--- config.mk ---
export PLATFORM = sky130hd
export DESIGN_NAME = nor_rs_ff
export DESIGN_NICKNAME = d
export VERILOG_FILES = /design/src/rtl/nor_rs_ff.sv
export SDC_FILE = /design/constraint.sdc
export NUM_CORES = 1
export LEC_CHECK = 0
export ABC_AREA = 1
export CORE_AREA = 3 3 40 42
export DETAILED_ROUTE_END_ITERATION = 10
export DIE_AREA = 0 0 43 45
export DONT_BUFFER_PORTS = 1
export PLACE_DENSITY = 0.38
export SLEW_MARGIN = 10
export SYNTH_ARGS = -nofsm -noshare
export SYNTH_HDL_FRONTEND = slang
export SYNTH_SLANG_ARGS = --single-unit
--- constraint.sdc ---
create_clock -name CLK_DRV -period 0.8 [get_ports CLK_DRV]
set_input_delay 0.04 -clock CLK_DRV [delete_from_list [all_inputs] [get_ports CLK_DRV]]
set_output_delay 0.04 -clock CLK_DRV [all_outputs]
set_load 0.02 [all_outputs]
--- src/rtl/nor_rs_ff.sv ---
// Clocked model of a cross-coupled two-NOR RS latch; S/R sampled on CLK_DRV, Q/Q_N registered.
// Optional build macro NOR_RSFF_FORBIDDEN_CHK_EN adds a simulation-only forbidden-input monitor.
`timescale 1ns/1ps
module nor_rs_ff (
  input  logic CLK_DRV,
  input  logic RESET,
  input  logic S,
  input  logic R,
  output logic Q,
  output logic Q_N
);

  typedef enum logic [1:0] {
    CMD_HOLD   = 2'b00,
    CMD_RST    = 2'b01,
    CMD_SET    = 2'b10,
    CMD_FORBID = 2'b11
  } cmd_e;

  // Power-up values equal the reset state so an unreset simulation is defined.
  logic q_q   = 1'b0;
  logic qn_q  = 1'b1;
  logic mem_q = 1'b0;
  logic q_d, qn_d, mem_d;
  logic forbid_q;
  cmd_e cmd;

  assign cmd      = cmd_e'({S, R});
  assign forbid_q = ~q_q & ~qn_q;

  always_comb begin
    q_d   = q_q;
    qn_d  = qn_q;
    mem_d = mem_q;
    unique case (cmd)
      CMD_HOLD: begin
        // Both inputs released together from forbidden: settle to the stored value.
        if (forbid_q) begin
          q_d  = mem_q;
          qn_d = ~mem_q;
        end
      end
      CMD_RST: begin
        q_d   = 1'b0;
        qn_d  = 1'b1;
        mem_d = 1'b0;
      end
      CMD_SET: begin
        q_d   = 1'b1;
        qn_d  = 1'b0;
        mem_d = 1'b1;
      end
      CMD_FORBID: begin
        q_d  = 1'b0;
        qn_d = 1'b0;
      end
      default: ;
    endcase
  end

  always_ff @(posedge CLK_DRV) begin
    if (RESET) begin
      q_q   <= 1'b0;
      qn_q  <= 1'b1;
      mem_q <= 1'b0;
    end else begin
      q_q   <= q_d;
      qn_q  <= qn_d;
      mem_q <= mem_d;
    end
  end

  assign Q   = q_q;
  assign Q_N = qn_q;

`ifdef NOR_RSFF_FORBIDDEN_CHK_EN
`ifndef SYNTHESIS
  logic [31:0] forbidden_cnt = 32'd0;

  always_ff @(posedge CLK_DRV) begin
    if (!RESET && S && R) begin
      forbidden_cnt <= forbidden_cnt + 32'd1;
      $display("nor_rs_ff warning: S and R both high at time %0t", $time);
    end
  end
`endif
`else
`endif

endmodule

### After elaboration in Yosys (flattened, before gate mapping)

Index checks and enable logic that the tools add are counted.

| storage, ports and cells | value |
|---|---|
| bits in registers | 3 |
| bits in latches | 0 |
| RAM bits | 0 |
| ROM bits | 0 |
| input port bits | 4 |
| output and inout port bits | 2 |
| logic and storage cells | 20 |
| memories kept | 0 |

| cells by class | value |
|---|---|
| $add $sub $neg | 0 |
| multipliers | 0 |
| div/mod/pow operators | 0 |
| $lt $le $gt $ge | 0 |
| equality and inequality tests | 4 |
| shift operators | 0 |
| mux-type cells | 5 |
| bitwise operators | 4 |
| reduce and logical (&&, ||, !) cells | 4 |

Operators with widths:

| operator | number |
|---|---|
| $pmux 1 s3 | 2 |
| $eq 2x2->1 const B | 2 |
| $reduce_or 2->1 | 2 |
| $not 1->1 | 3 |
| $eq 2x1->1 const B | 1 |
| $logic_not 2->1 | 1 |
| $mux 1 | 2 |
| $ne 2x2->1 const B | 1 |
| $pmux 1 s2 | 1 |
| $reduce_bool 2->1 | 1 |
| $and 1x1->1 | 1 |

### Depth between registers and ports, before layout

| depth | value |
|---|---|
| word-level depth | 4 |
| depth in mapped cells | 7 |

### Worst setup path before layout

Ideal clock, no wire load.

| timing | value |
|---|---|
| path type | reg2reg |
| start point | register q_q, in the netlist Q |
| end point | register qn_q, in the netlist Q_N |
| setup time | 0.115 ns |
| data arrival time | 0.621 ns |
| required time | 0.685 ns |
| setup slack | 0.064 ns |
| stages on the path, launching flop included | 4 |
| period minus slack after synthesis | 0.736 ns |
| cell sequence | dfxtp_1 nand2_1 nand3_1 nand2_1 |

| between the ends | value |
|---|---|
| longest elaborated chain between the ends | 3 |

Ends and longest elaborated chain:

| element | RTL line | text |
|---|---|---|
| from (decl) | 21 | `logic q_q = 1'b0;` |
| from (signal assigned) | 67 | `q_q <= q_d;` |
| $not 1->1 | 29 | `assign forbid_q = ~q_q & ~qn_q;` |
| $and 1x1->1 | 29 |  |
| $ne 2x2->1 (no source line) | - |  |
| to (signal assigned) | 68 | `qn_q <= qn_d;` |
| to (decl) | 22 | `logic qn_q = 1'b1;` |

No other way between the ends.
A chain may end at the register's enable or synchronous reset.

### Final worst setup path

| timing | value |
|---|---|
| start point | register qn_q, in the netlist Q_N |
| end point | output port Q_N |

RTL lines:

| element | RTL line | text |
|---|---|---|
| to (decl) | 10 | `output logic Q_N` |

No word-level cell between the ends.

==> key figures <==
Status
  • Status: finished clean

Floorplanning
  • Core area: 0.001285 mm²
  • Die height: 45 µm
  • DIE WIDTH: 43 µm
  • Row Count: 13
  • Starting Density: 15.09%
  • IO Count: 6
  • Full die area: 0.001935 mm²

Synthesis
  • Area leader, netlist: dfxtp_1
  • Syn_nets: 35
  • Async S/R FF share, synth: 0%
  • EDFF count, synth: 0
  • Synthesized flop and latch total: 3
  • Seq/Total Area, Yosys: 30.97%
  • Most frequent cell after synthesis: nand2_1
  • Post-synth top cells: nand2_1 (8), inv_1 (6), ha_1 (4)
  • Top_reg_cell synth: dfxtp_1
  • Ys Warns: 0
  • Synth top area share: 30.97%
  • Area contributors post-synth: dfxtp_1 (31%), ha_1 (26%), nand2_1 (15%), inv_1 (12%), nand3_1 (5.2%)
  • Synth Instances: 27
  • Syn_area_per_cell: 7.183 µm²
  • Post-Syn Area: 193.9 µm²
  • Cell variety after synth: 8

Flow run
  • Number of max-cap violations: 0

Min path
  • Min-delay worst type: in2reg

STA
  • Rel. slew slack: 89.29%
  • RSZ-0062 raised after global routing: false
  • Worst Tran Pin Value: 0.1589 ns
  • Post-route setup TNS: 0 ns
  • Fmax: 1326 MHz
  • Final Hold Fails: 0
  • Clock skew: 0.004382 ns
  • Slew Viols, Final: 0
  • Min Tclk post-route: 0.7540 ns
  • Final setup viols: 0
  • Fin crit share: 94.25%

GRT
  • Largest net degree at the start of global routing: 4
  • Grt met3 use: 3.586%
  • Tot GR Track Use: 5.403%
  • Most Crowded Layer GR: met4
  • Vias in the first global route: 166
  • Number of antenna violations at the first check in global routing: 0
  • First-pass GRT wire length: 648 µm
  • Met2 usage: 5.389%
  • Overflow after GRT: 0
  • Grt met1 use: 5.516%

Finish
  • Nets: 43
  • Final Instance Area: 265.3 µm²
  • # diodes: 0
  • Layout cells sized above 1: 20.59%
  • Area Overhead vs Synth: 36.77%
  • Number of fill cells: 144

Setup path
  • Setup crit end kind: primary output
  • CP peak stage delay: 0.33 ns
  • Critical path's top delay family: flip-flops
  • Cell Chain, Critical Path: buf_4
  • Critical Path AT: 0.71 ns
  • Setup crit start kind: flop
  • CP Buf/Inv Count: 1
  • Critical path type: reg2out
  • Crit path required time: 0.76 ns
  • Worst path slowest cell: dfxtp_1
  • CP Max Fanout: 2

Placed design
  • HPWL after DPL: 289.6 µm
  • Cell Area, Placed: 227.7 µm²
  • RePlAce Congestion: 0.6346
  • Port Buffers: 0

CTS
  • CTS Buf Count: 3
  • Sink Count: 3
  • Clock Latency Late Sink: 0.24 ns
  • Clk slew on worst S/H paths: 0.04 ns
  • Clk buf depth: 2
  • Postcts setup bufs: 0
  • H-tree depth: 1
  • CTS tree: yes
  • Root buffer cell: clkbuf_4

Power and ir drop
  • VDD IR max: 271.3 µV
  • Leakage power total: 0.1460 nW
  • PwrDens: 1955 mW/mm²

Routing
  • DR pass1 iterations: 4
  • DR vias: 173
  • DR iter-0 viols: 5
  • Vias/cell: 3.531
  • DRC Markers: 0
  • Antenna viol nets, final: 0
  • Mean routed wirelength per cell: 7.837 µm
  • Total Routed Length: 384 µm
==> metal layers <==
layer | routed length, µm | vias up
met5 | 0 | -
met4 | 17 | 0
met2 | 138 | 8
met3 | 52 | 2
met1 | 176 | 70
li1 | - | 93
==> final timing paths <==
kind,start,to,slack (ns),cells past startpoint
max,Q_N,Q_N,0.05,1
min,S,mem_q,0.11,3
max reg2reg,Q_N,Q_N,0.16,2
min reg2reg,Q,Q,0.48,2
==> cells in the final DEF (no fill, tap or decap) <==
master and instances:
buf_4 2, dfxtp_1 2, clkbuf_4 3, nand2_1 8, inv_1 6, ha_1 4
nand3_1 2, nor2_1 2, dfxtp_2 1, dlygate4sd3_1 1, clkbuf_1 1, a21oi_2 1
o21ai_0 1
==> what timing repair did <==
item	CTS	global route
hold endpoints to repair	3	0
resized for setup	0	1
setup endpoints to repair	0	1
hold buffers	1	0
==> worst reg2reg max path, delay by kind of cell (launching register included) <==
| family | cells | cell delay [ns] |
|---|---|---|
| and+or+nand+nor | 1 | 0.07 |
| DFF | 1 | 0.31 |
| AOI/OAI and AO/OA | 1 | 0.14 |
==> stage by stage <==
stage               power (mW)  worst slack (ns)  utilization, %  cells  hold slack (ns)
CTS                     0.5340           0.01540           20.55     49          0.09941
global placement        0.2369           0.09982           17.72     44           0.1367
detailed placement      0.2407           0.06462           17.72     44           0.1564
floorplan               0.2199           0.06447               -     27           0.1336
global route            0.5623          0.002645           20.64     49           0.1156
finish                  0.5187           0.04601           20.64     49           0.1102
==> registers in the layout, summed over array words and instances, names as in the netlist <==
register  count
Q             1
mem_q         1
Q_N           1
==> where the power goes <==
part | switching (mW) | total [mW] | internal (mW) | leakage [nW]
clock | 0.0871 | 0.275 | 0.188 | 0.0150
combinational | 0.0433 | 0.0747 | 0.0314 | 0.106
sequential | 0.00654 | 0.169 | 0.163 | 0.0252
total | 0.137 | 0.519 | 0.382 | 0.146
==> kinds of logic after synthesis <==
family | after synthesis | synth area share [%]
compound gates | 2 | 7.095
fa+ha+maj | 4 | 25.81
buf+inv | 6 | 11.61
flops | 3 | 30.97
simple gates | 12 | 24.52
==> area by class of cell <==
class                      count  area, µm²  area share (%)
clock buffer                   4      26.28           9.906
multi-input combinational     18      111.4           41.98
timing repair buffer           3      25.02           9.434
tap                           15      18.77           7.075
sequential                     3      61.31           23.11
inverter                       6      22.52           8.491
(Power assumes the default switching activity.)
